`src/rtl/status_frame_parser.sv`:
```
// status_frame_parser: decodes UART status frames (magic 1C EB 00 DA, 24-byte payload, CRC-16 poly 0x8005).
// Optional macro STATUS_PARSER_STATS_EN builds the frames_ok/frames_bad statistics counters.
module status_frame_parser #(
   parameter int CLK_FREQ_HZ = 50_000_000,
   parameter int BAUDRATE    = 2_000_000
) (
   input  logic               clk,
   input  logic               reset,
   input  logic               rx_valid,
   input  logic [7:0]         rx_data,
   output logic               frame_valid,
   output logic [7:0]         motor_id,
   output logic [7:0]         control_mode,
   output logic signed [23:0] encoder0_position,
   output logic signed [23:0] encoder1_position,
   output logic signed [23:0] setpoint,
   output logic signed [23:0] duty,
   output logic signed [23:0] displacement,
   output logic signed [15:0] current,
   output logic [23:0]        neopxl_color,
   output logic               crc_error,
   output logic               timeout_error,
   output logic [31:0]        frames_ok,
   output logic [31:0]        frames_bad
);

   localparam logic [63:0] TIMEOUT_W  = (64'd40 * 64'(CLK_FREQ_HZ)) / 64'(BAUDRATE);
   localparam logic [31:0] TIMEOUT_M1 = TIMEOUT_W[31:0] - 32'd1;
   localparam logic [31:0] MAGIC      = 32'h1CEB_00DA;

   typedef enum logic [1:0] {
      HUNT    = 2'd0,
      PAYLOAD = 2'd1,
      CHECK   = 2'd2
   } state_t;

   state_t      state_r;
   state_t      state_nxt_s;
   logic [31:0] shift_r;
   logic [31:0] hunt_word_s;
   logic [4:0]  idx_r;
   logic [15:0] crc_r;
   logic [7:0]  pay_r [0:23];
   logic [31:0] gap_r;
   logic        magic_hit_s;
   logic        timeout_s;
   logic        frame_good_s;
   logic        frame_bad_s;

   // One byte of CRC-16, polynomial 0x8005, D[7] shifted in first.
   function automatic logic [15:0] crc16_byte(input logic [15:0] crc_in, input logic [7:0] data);
      logic [15:0] c;
      logic        fb;
      c = crc_in;
      for (int i = 7; i >= 0; i--) begin
         fb = c[15] ^ data[i];
         c  = {c[14:0], 1'b0} ^ (fb ? 16'h8005 : 16'h0000);
      end
      return c;
   endfunction

   // State register.
   always_ff @(posedge clk) begin
      if (reset) state_r <= HUNT;
      else       state_r <= state_nxt_s;
   end

   // Next-state logic plus the sync, timeout and CRC verdict strobes.
   always_comb begin
      state_nxt_s  = state_r;
      hunt_word_s  = {shift_r[23:0], rx_data};
      magic_hit_s  = 1'b0;
      timeout_s    = 1'b0;
      frame_good_s = 1'b0;
      frame_bad_s  = 1'b0;
      case (state_r)
         HUNT: begin
            if (rx_valid && (hunt_word_s == MAGIC)) begin
               magic_hit_s = 1'b1;
               state_nxt_s = PAYLOAD;
            end else begin
               state_nxt_s = HUNT;
            end
         end
         PAYLOAD: begin
            if (rx_valid) begin
               if (idx_r == 5'd23) state_nxt_s = CHECK;
               else                state_nxt_s = PAYLOAD;
            end else if (gap_r >= TIMEOUT_M1) begin
               timeout_s   = 1'b1;
               state_nxt_s = HUNT;
            end else begin
               state_nxt_s = PAYLOAD;
            end
         end
         CHECK: begin
            frame_good_s = (crc_r == {pay_r[22], pay_r[23]});
            frame_bad_s  = ~frame_good_s;
            state_nxt_s  = HUNT;
         end
         default: state_nxt_s = HUNT;
      endcase
   end

   // Byte capture, CRC accumulation, gap timer, field outputs and pulses.
   always_ff @(posedge clk) begin
      if (reset) begin
         shift_r           <= 32'd0;
         idx_r             <= 5'd0;
         crc_r             <= 16'hFFFF;
         gap_r             <= 32'd0;
         frame_valid       <= 1'b0;
         crc_error         <= 1'b0;
         timeout_error     <= 1'b0;
         motor_id          <= 8'd0;
         control_mode      <= 8'd0;
         encoder0_position <= 24'sd0;
         encoder1_position <= 24'sd0;
         setpoint          <= 24'sd0;
         duty              <= 24'sd0;
         displacement      <= 24'sd0;
         current           <= 16'sd0;
         neopxl_color      <= 24'd0;
         for (int i = 0; i < 24; i++) pay_r[i] <= 8'd0;
      end else begin
         frame_valid   <= 1'b0;
         crc_error     <= 1'b0;
         timeout_error <= 1'b0;
         case (state_r)
            HUNT: begin
               if (magic_hit_s) begin
                  shift_r <= 32'd0;
                  idx_r   <= 5'd0;
                  crc_r   <= 16'hFFFF;
                  gap_r   <= 32'd0;
               end else if (rx_valid) begin
                  shift_r <= hunt_word_s;
               end
            end
            PAYLOAD: begin
               if (rx_valid) begin
                  pay_r[idx_r] <= rx_data;
                  if (idx_r < 5'd22) crc_r <= crc16_byte(crc_r, rx_data);
                  idx_r <= idx_r + 5'd1;
                  gap_r <= 32'd0;
               end else if (timeout_s) begin
                  timeout_error <= 1'b1;
                  shift_r       <= 32'd0;
                  gap_r         <= 32'd0;
               end else begin
                  gap_r <= gap_r + 32'd1;
               end
            end
            CHECK: begin
               if (frame_good_s) begin
                  frame_valid       <= 1'b1;
                  motor_id          <= pay_r[0];
                  control_mode      <= pay_r[1];
                  encoder0_position <= {pay_r[2], pay_r[3], pay_r[4]};
                  encoder1_position <= {pay_r[5], pay_r[6], pay_r[7]};
                  setpoint          <= {pay_r[8], pay_r[9], pay_r[10]};
                  duty              <= {pay_r[11], pay_r[12], pay_r[13]};
                  displacement      <= {pay_r[14], pay_r[15], pay_r[16]};
                  current           <= {pay_r[17], pay_r[18]};
                  neopxl_color      <= {pay_r[19], pay_r[20], pay_r[21]};
               end else begin
                  crc_error <= 1'b1;
               end
               // A byte arriving here starts the next hunt rather than being dropped.
               shift_r <= rx_valid ? {24'd0, rx_data} : 32'd0;
            end
            default: shift_r <= 32'd0;
         endcase
      end
   end

`ifdef STATUS_PARSER_STATS_EN
   logic [31:0] ok_cnt_r;
   logic [31:0] bad_cnt_r;

   // Good/bad frame statistics, free-running with natural wrap.
   always_ff @(posedge clk) begin
      if (reset) begin
         ok_cnt_r  <= 32'd0;
         bad_cnt_r <= 32'd0;
      end else begin
         if (frame_good_s)              ok_cnt_r  <= ok_cnt_r + 32'd1;
         if (frame_bad_s || timeout_s)  bad_cnt_r <= bad_cnt_r + 32'd1;
      end
   end

   assign frames_ok  = ok_cnt_r;
   assign frames_bad = bad_cnt_r;
`else
   assign frames_ok  = 32'd0;
   assign frames_bad = 32'd0;
`endif

endmodule

```
`config.mk`:
```
export PLATFORM = sky130hd
export DESIGN_NAME = status_frame_parser
export DESIGN_NICKNAME = d
export VERILOG_FILES = /design/src/rtl/status_frame_parser.sv
export SDC_FILE = /design/constraint.sdc
export NUM_CORES = 1
export LEC_CHECK = 0
export BUFFER_PORTS_ARGS = -buffer_cell sky130_fd_sc_hd__buf_2
export CORE_MARGIN = 5
export CORE_UTILIZATION = 50
export DETAILED_ROUTE_END_ITERATION = 8
export GPL_ROUTABILITY_DRIVEN = 1
export PLACE_DENSITY_LB_ADDON = 0.12
export SYNTH_ARGS = -nofsm -noshare
export SYNTH_HDL_FRONTEND = slang
export SYNTH_SLANG_ARGS = --single-unit
```
`constraint.sdc`:
```
create_clock -name clk -period 4.6 [get_ports clk]
set_clock_uncertainty 0.1 [all_clocks]
set_input_delay 0.69 -clock clk [delete_from_list [all_inputs] [get_ports clk]]
set_output_delay 0.69 -clock clk [all_outputs]
set_load 0.02 [all_outputs]
```
==> flow_metrics.tcl, run 1 <==
set metrics [dict create \
    drt_iter0_markers 835 \
    ys_types 53 \
    synth_edf_count 192 \
    finalHoldViolCount 0 \
    start_util 0.5078 \
    min_period_over_period 0.7445 \
    synth_area_per_cell_um2 10.13 \
    power.switching_mw 1.735 \
    synth_top_cell_by_area "edfxtp_1" \
    worstPathArrival_ns 3.49 \
    wl_per_cell_um 17.65 \
    synth_top_cell_area_share 0.3271 \
    seq_area_frac_synth 0.6201 \
    clockPowerShare 0.455 \
    preCtsSetupSlack_ns 1.194 \
    status "complete, no violations" \
    htreeDepth 2 \
    nNetsFinal 1901 \
    dpl_cell_area_um2 18630 \
    root_buffer "clkbuf_16" \
    drt-total-wl_um 41960 \
    ys.warnings.count 0 \
    place.port_buffers 189 \
    globalplace.congestion 0.8372 \
    syn-cell-area_um2 17630 \
    ios 254 \
    tightestPinTransition_ns 1.134 \
    path_max_fanout 20 \
    track_usage 0.2069 \
    max-vdd-ir-drop_uv 443.6 \
    p_int_mw 6.568 \
    share_comb_of_total_power 0.029 \
    synth-seq-cells 450 \
    placed_cells 2291 \
    drc_errors 0 \
    fin_cells 2378 \
    die_y_um 197.8 \
    reg2reg_depth 4 \
    p_per_area_nw_per_um2 410.8 \
    area_growth_pct 14.67 \
    startpoint_type "flip-flop" \
    ant_nets 0 \
    grt_pass1_vias 11590 \
    holdWs_ns 0.3468 \
    placementRows 68 \
    end_kind "flip-flop" \
    numClockSinks 450 \
    post-synth-top-count-cell "nand2_1" \
    clk_pin_slew_worst_paths_ns 0.06 \
    fin_ws_ns 1.175 \
    cts_tree "yes" \
    hold_class "reg -> reg" \
    synthCells 1740 \
    synth_area_leaders "edfxtp_1 (33%), dfxtp_1 (29%), nand2_1 (8.2%), and2_1 (6.9%), a21oi_1 (5.4%)" \
    grt_max_degree 94 \
    via_per_inst 5.158 \
    synthTopCellsByCount "nand2_1 (383), dfxtp_1 (258), and2_1 (194), edfxtp_1 (192), a21oi_1 (190)" \
    final_max_slew_viol_count 0 \
    swShare 0.2089 \
    setup_tns_ns 0 \
    power.leakage_nw 7.575 \
    first_pass_iters 5 \
    rsz0062_at_grt "false" \
    slew_headroom 0.2363 \
    stdcell_area_um2 20210 \
    max-cap-violations 0 \
    hpwl_um 26510 \
    n_fill_cell 3088 \
    p_seq_frac 0.516 \
    grt_overflow_total 0 \
    required_ns 4.66 \
    diodes 0 \
    finalPower_mw 8.303 \
    worstSetupPathType "reg -> reg" \
    clk_latency_ns 0.55 \
    fin_util 0.5823 \
    die_area_um2 39110 \
    post_cts_buffers 0 \
    finalSetupViolations 0 \
    numCtsBuffers 47 \
    die_x_um 197.8 \
    synth_async_sr_flop_share 0 \
    drive_above_1_share 0.1518 \
    via_count 12270 \
    multi_input_area_um2 5956 \
    hold_buffers 0 \
    clk_path_buf_depth 3 \
    antenna_found_initial 0 \
    core_um2 34710 \
    grt_pass1_wl_um 65120 \
    ys.flop_type "dfxtp_1" \
    layout_min_cycle_time_ns 3.425 \
    register_area_um2 10930 \
    fmax_mhz 292.0 \
    hold_depth 2 \
    cts_resized 0 \
]
-- area by class of cell --
class                           instances  share of cell area
Clock buffer                           68             0.07076
Sequential cell                       450              0.5408
Tap cell                              455             0.02817
Timing Repair Buffer                  211             0.05590
Inverter                               12            0.002229
Multi-Input combinational cell       1163              0.2947
Clock inverter                         19            0.007490
-- sequential cells by signal (all words and copies together), names as in the netlist, 2 cells and up --
signal,flops
pay_r,192
gap_r,32
displacement,24
duty,24
encoder0_position,24
encoder1_position,24
neopxl_color,24
setpoint,24
shift_r,24
crc_r,16
current,16
control_mode,8
motor_id,8
idx_r,5
state_r,2
-- cell usage in the layout, fill, tap and decap left out, drive strengths merged, types with 4 or more instances in the layout --
master	synthesis	final
a21oi	190	190
mux2i	8	8
xnor2	29	29
conb	1	64
a31oi	8	8
nand3b	4	4
dfxtp	258	258
edfxtp	192	192
xor2	11	11
clkbuf	95	68
o21a	8	8
nor4	17	17
nand3	11	11
o21ai	39	39
nor2	93	93
and3	7	7
and4	6	6
inv	11	11
a22oi	26	26
clkinv	1	15
buf	83	211
and2	195	195
or3	4	4
a41oi	5	5
nand2	383	383
ha	5	5
nand4	12	12
nor3	11	11
-- worst max-delay path, cell delays in order, from the launching register on --
cell	delay [ns]
dfxtp_1	0.74
nand2_1	0.25
nor3_1	0.38
nand2_1	0.51
o21ai_0	1.06
-- cell families after synthesis --
| group | after synthesis | share of synthesized area |
|---|---|---|
| buffers and inverters | 190 | 0.05586 |
| AOI/OAI and AO/OA | 282 | 0.08759 |
| xor gates and xnor gates | 42 | 0.02250 |
| DFF | 450 | 0.6201 |
| muxes | 8 | 0.004543 |
| and+or+nand+nor | 762 | 0.2056 |
| adders and majority gates | 5 | 0.003549 |
| other | 1 | 0.0002127 |
-- layer usage --
metal	vias to the layer above	GRT usage	wire, um
li1	6018	-	-
met1	5854	0.2876	18660
met2	321	0.3374	19900
met3	72	0.03335	2368
met4	0	0.06146	1035
met5	-	0	0
-- power groups by stage --
stage	sequential, mW	combinational [mW]	clock [mW]
floorplan	4.35	0.217	0
global placement	4.37	0.239	0
detailed placement	4.37	0.242	0
CTS	4.28	0.243	3.86
global route	4.29	0.262	4.04
finish	4.28	0.244	3.77
-- worst paths after layout --
check                                      from                            end  slack [ns]
hold / removal    displacement[14]$_SDFFE_PP0P_  displacement[14]$_SDFFE_PP0P_        0.35
setup reg to reg          state_r[0]$_SDFF_PP0_     pay_r[13][4]$_SDFFCE_PN0P_        1.18
hold reg to reg   displacement[14]$_SDFFE_PP0P_  displacement[14]$_SDFFE_PP0P_        0.35
setup / recovery          state_r[0]$_SDFF_PP0_     pay_r[13][4]$_SDFFCE_PN0P_        1.18
No activity file was read; power rests on OpenSTA's default activity.
==> inputs of run 2 (changes only) <==
Settings changed: ABC_AREA set to 1.
Clock period 4.6 ns to 3.3 ns, I/O delays scaled along.
==> run 2 against run 1 <==
  * Via count up 2.6%
  * Worst hold slack got worse by 0.18 ns
  * Non-clock buffer count rose by 24
  * Register-to-register slack got worse by 0.36 ns
==> flow_metrics.tcl, run 2 <==
set metrics [dict create \
    status "complete, no violations" \
    cts_tree "yes" \
    required_ns 3.41 \
    drc_errors 0 \
    layout_min_cycle_time_ns 2.483 \
    gr-usage-met2 0.3302 \
    holdWs_ns 0.1634 \
    clk_path_buf_depth 3 \
    area_growth_pct 15.75 \
    tightestPinTransition_ns 0.6775 \
    clk_pin_slew_worst_paths_ns 0.06 \
    fmax_mhz 402.8 \
    clk_latency_ns 0.54 \
    drt-total-wl_um 41060 \
    globalplace.congestion 0.8465 \
    synth_top_cell_by_area "edfxtp_1" \
    first_pass_iters 5 \
    synthCells 1843 \
    finalSetupViolations 0 \
    power.switching_mw 2.445 \
    diodes 0 \
    ios 254 \
    cts_resized 0 \
    swShare 0.2152 \
    ys.flop_type "dfxtp_1" \
    final_max_slew_viol_count 0 \
    seq_area_frac_synth 0.6269 \
    hold_buffers 0 \
    place.port_buffers 189 \
    gr-max-usage-layer "met2" \
    share_comb_of_total_power 0.036 \
    grt_util_met3 0.03487 \
    track_usage 0.2054 \
    p_int_mw 8.913 \
    worstPathArrival_ns 2.59 \
    hpwl_um 26930 \
    numClockSinks 450 \
    numCtsBuffers 47 \
    synth-seq-cells 450 \
    grtUsageMet1 0.2892 \
    synth_async_sr_flop_share 0 \
    max-cap-violations 0 \
    via_count 12580 \
    die_y_um 196.7 \
    hold_class "in -> reg" \
    nNetsFinal 2045 \
    p_seq_frac 0.525 \
    root_buffer "clkbuf_16" \
    max-vdd-ir-drop_uv 372.9 \
    placed_cells 2435 \
    core_um2 34460 \
    grt_pass1_vias 11880 \
    post-synth-top-count-cell "dfxtp_1" \
    synthTopCellsByCount "dfxtp_1 (258), inv_1 (240), nor2_1 (232), a21oi_1 (221), o21ai_0 (199)" \
    grt_pass1_wl_um 64310 \
    ys_types 35 \
    wl_per_cell_um 16.29 \
    via_per_inst 4.991 \
    largest_reg_flops 192 \
    synth_edf_count 192 \
    worstSetupPathType "reg -> reg" \
    end_kind "flip-flop" \
    synth_top_cell_area_share 0.3307 \
    mostFrequentLayoutCells "dfxtp_1 (258), inv_1 (239), nor2_1 (232)" \
    start_util 0.5060 \
    setup_tns_ns 0 \
    placementRows 68 \
    clockPowerShare 0.439 \
    largestRegisters "pay_r x192, gap_r x32" \
    antenna_found_initial 0 \
    synth_area_per_cell_um2 9.460 \
    synth_area_leaders "edfxtp_1 (33%), dfxtp_1 (30%), a21oi_1 (6.3%), o21ai_0 (5.7%), inv_1 (5.2%)" \
    p_per_area_nw_per_um2 562.8 \
    path_max_fanout 10 \
    n_fill_cell 3059 \
    rsz0062_at_grt "false" \
    top_register "pay_r" \
    ant_nets 0 \
    grt_overflow_total 0 \
    min_period_over_period 0.7523 \
    syn-cell-area_um2 17440 \
    die_area_um2 38700 \
    drive_above_1_share 0.1626 \
    power.leakage_nw 8.180 \
    slew_headroom 0.5436 \
    grt_max_degree 100 \
    finalHoldViolCount 0 \
    htreeDepth 2 \
    die_x_um 196.7 \
    startpoint_type "flip-flop" \
    drt_iter0_markers 953 \
    fin_cells 2521 \
    post_cts_buffers 0 \
    final_common_cell "dfxtp_1" \
    ys.warnings.count 0 \
]
-- run 2: cell types whose count changed after synthesis, moves of 17 or more --
cell	change
a21oi_1	+31
nand2_1	-232
inv_1	+229
clkbuf_1	-28
nand3_1	+35
a22oi_1	-26
xnor2_1	-17
and2_1	-194
nor2_1	+139
o21ai_0	+162
-- run 2: critical path, cell delays in order, from the launching register on --
cell and delay [ns]:
dfxtp_1 0.41, inv_2 0.13, nor2_1 0.14, nand2_1 0.09
nor2_1 0.13, inv_2 0.09, nor2_2 0.39, nand2_1 0.31
nand2_1 0.37
-- run 2: cell families (layout without fill, tap and decap cells) --
logic type / count (synthesis) / in the layout / share of synthesized area
and+or+nand+nor: 514 / 514 / 0.1252
other: 1 / 64 / 0.0002151
buffers and inverters: 414 / 574 / 0.1052
AOI/OAI and AO/OA: 438 / 438 / 0.1283
xor gates and xnor gates: 21 / 21 / 0.01055
adders and majority gates: 5 / 5 / 0.003588
DFF: 450 / 450 / 0.6269
-- run 2: power groups by stage --
stage          combinational, mW  clock [mW]  sequential (mW)
3_3_place_gp               0.400           0             6.08
3_5_place_dp               0.404           0             6.08
2_1_floorplan              0.342           0             6.06
6_report                   0.406        4.99             5.96
4_1_cts                    0.405        5.08             5.96
5_1_grt                    0.447        5.34             5.97
-- run 2: path summary, 6_finish.rpt --
path	to	start	cells past startpoint	slack, ns
worst max-delay path	pay_r[11][3]$_SDFFCE_PN0P_	state_r[0]$_SDFF_PP0_	8	0.82
worst min-delay path	shift_r[3]$_SDFFE_PP0P_	rx_data[3]	3	0.16
worst max register to register	pay_r[11][3]$_SDFFCE_PN0P_	state_r[0]$_SDFF_PP0_	8	0.82
worst min register to register	gap_r[16]$_SDFFE_PP0P_	gap_r[16]$_SDFFE_PP0P_	2	0.34
-- run 2: routing by layer --
layer	part of all wire	vias up
met5	0	-
met4	0.027	0
met3	0.062	68
met2	0.46	316
met1	0.45	5903
li1	-	6295
-- run 2: area by class of cell --
| cell class | instances | area, um^2 | area share |
|---|---|---|---|
| clock buffer | 71 | 1318 | 0.06528 |
| clock inverter | 15 | 138.9 | 0.006882 |
| inverter | 253 | 952.2 | 0.04718 |
| multi-input combinational | 1042 | 4907 | 0.2431 |
| sequential | 450 | 10930 | 0.5416 |
| tap | 455 | 569.3 | 0.02821 |
| timing repair buffer | 235 | 1366 | 0.06770 |
-- run 2: through the flow --
| stage | util | area (um^2) | setup WS, ns | power (mW) |
|---|---|---|---|---|
| 2_1_floorplan | - | 17670 | 1.283 | 6.402 |
| 3_3_place_gp | 0.5434 | 18730 | 0.8122 | 6.479 |
| 3_5_place_dp | 0.5434 | 18730 | 0.8000 | 6.483 |
| 4_1_cts | 0.5857 | 20180 | 0.8779 | 11.44 |
| 5_1_grt | 0.5857 | 20180 | 0.5714 | 11.76 |
| 6_report | 0.5857 | 20180 | 0.8173 | 11.36 |
==> inputs of run 3 (changes only) <==
Clock period 3.3 ns to 2 ns, I/O delays scaled along.
==> run 3 against run 2 <==
  * The flow now finishes with violations (negative setup slack)
  * Design area is 9.0% higher
  * Power increased by 68%
  * Clock power grew 67%
  * Fmax grew 15%
  * Die area did not move
  * First-iteration DRC count is 23% lower
  * Via count rose by 4.4%
  * Register-to-register slack worse by 0.98 ns
  * Combinational power is 110% higher
==> flow_metrics.tcl, run 3 (synthesized netlist as in run 2, its figures left out) <==
set metrics [dict create \
    grt_max_degree 59 \
    rsz0062_at_grt "true" \
    fmax_mhz 462.9 \
    fin_util 0.6382 \
    drc_errors 0 \
    timing.rr.start "shift_r[8]$_SDFFE_PP0P_" \
    share_comb_of_total_power 0.046 \
    critPathLaunch "shift_r[8]$_SDFFE_PP0P_" \
    hpwl_um 27460 \
    reg2reg_depth 12 \
    p_per_area_nw_per_um2 865.8 \
    final_common_cell "dfxtp_1" \
    root_buffer "clkbuf_16" \
    drive_above_1_share 0.2624 \
    cts_tree "yes" \
    required_ns 2.33 \
    setup_tns_ns -2.249 \
    end_kind "flip-flop" \
    path_max_fanout 3 \
    diodes 0 \
    clk_pin_slew_worst_paths_ns 0.06 \
    area_growth_pct 26.12 \
    clk_path_buf_depth 3 \
    hold_depth 3 \
    clockPowerShare 0.438 \
    die_x_um 196.7 \
    final_max_slew_viol_count 0 \
    power.switching_mw 4.108 \
    ant_nets 0 \
    place.port_buffers 189 \
    n_fill_cell 2861 \
    start_util 0.5060 \
    hold_class "in -> reg" \
    swShare 0.2158 \
    ios 254 \
    globalplace.congestion 0.8813 \
    htreeDepth 2 \
    placementRows 68 \
    finalHoldViolCount 0 \
    power.leakage_nw 8.992 \
    numCtsBuffers 46 \
    grt_pass1_vias 12230 \
    first_pass_iters 5 \
    p_seq_frac 0.517 \
    nNetsFinal 2155 \
    status "finished, violations left" \
    largestRegisters "pay_r x192, gap_r x32" \
    min_period_over_period 1.080 \
    via_per_inst 4.992 \
    drt_iter0_markers 736 \
    finalPower_mw 19.04 \
    tightestPinTransition_ns 0.5625 \
    top_register "pay_r" \
    track_usage 0.2081 \
    startpoint_type "flip-flop" \
    p_int_mw 14.93 \
    violations "negative setup slack" \
    clk_latency_ns 0.55 \
    grt_overflow_total 0 \
    wl_per_cell_um 16.35 \
    fin_ws_ns -0.1605 \
    finalSetupViolations 52 \
    worstSetupPathType "reg -> reg" \
    via_count 13140 \
    core_um2 34460 \
    max-cap-violations 0 \
    die_area_um2 38700 \
    antenna_found_initial 0 \
    hp-start "rx_data[5]" \
    max-vdd-ir-drop_uv 640.8 \
    layout_min_cycle_time_ns 2.161 \
    largest_reg_flops 192 \
    slew_headroom 0.6250 \
    grt_pass1_wl_um 65380 \
    die_y_um 196.7 \
    worstPathArrival_ns 2.49 \
    drt-total-wl_um 43020 \
    numClockSinks 450 \
    mostFrequentLayoutCells "dfxtp_1 (251), inv_1 (234), nor2_1 (225)" \
]
run 3: cell count changes in the layout (fill, tap and decap cells not counted), moves of 19 or more:
| cell | change |
|---|---|
| o21ai_1 | +83 |
| nand2_1 | -40 |
| nand2_2 | +24 |
| buf_4 | +70 |
| o21ai_0 | -92 |
| nand3_2 | +19 |
| nand3_1 | -19 |
run 3: power groups by stage:
stage	Clock, mW	Sequential (mW)	Combinational [mW]
after floorplan	0	10.0	0.565
after global placement	0	10.0	0.742
after detailed placement	0	10.0	0.746
after CTS	8.49	9.83	0.757
after global routing	8.92	9.85	0.941
final	8.33	9.84	0.869
run 3: worst paths after layout:
path         slack [ns]                      end
max               -0.16    idx_r[3]$_SDFFE_PP0P_
max reg2reg       -0.16    idx_r[3]$_SDFFE_PP0P_
min reg2reg        0.33   gap_r[12]$_SDFFE_PP0P_
min                0.04  shift_r[5]$_SDFFE_PP0P_
run 3: repair_timing:
action                     in CTS  in global routing
hold buffers                    3                  0
pin swaps                       5                 29
setup buffers                   2                 10
resized for setup              46                224
hold endpoints to repair        3                  0
cloned                          2                  7
setup endpoints to repair     271                424
run 3: worst max-delay path: stages (launching register included):
cell     delay, ns
dfxtp_1       0.35
inv_1         0.07
nor2_1        0.13
nand4_1       0.13
nor4b_2       0.35
nand3_2       0.18
nand2_4       0.12
nand2_4       0.07
inv_6         0.09
nand2_1       0.09
nor2_2        0.12
xor2_1        0.18
nor2_1        0.06
run 3: layout make-up:
type	instances	area (um^2)	area share
Clock buffer	72	1391	0.06327
Clock inverter	13	108.9	0.004950
Inverter	253	968.4	0.04404
Multi-Input combinational cell	1043	5493	0.2498
Sequential cell	450	10940	0.4975
Tap cell	455	569.3	0.02589
Timing Repair Buffer	342	2497	0.1136
Timing Repair inverter	3	22.52	0.001024
run 3: metrics by stage:
stage               hold WS, ns  setup slack, ns  area (um^2)  instances
floorplan                0.3186        -0.005145        17680       1906
finish                  0.03632          -0.1605        21990       2631
global route            0.02708          -0.2554        21990       2631
global placement         0.3269          -0.2493        19560       2525
CTS                     0.01541         -0.05940        21210       2616
detailed placement       0.3306          -0.1869        19560       2525
run 3: per-layer routing:
| metal | part of all wire | up-vias | global-route usage |
|---|---|---|---|
| met5 | 0 | - | 0 |
| met4 | 0.023 | 0 | 0.05829 |
| met3 | 0.055 | 63 | 0.03111 |
| met2 | 0.47 | 329 | 0.3253 |
| met1 | 0.45 | 6213 | 0.3052 |
| li1 | - | 6530 | - |
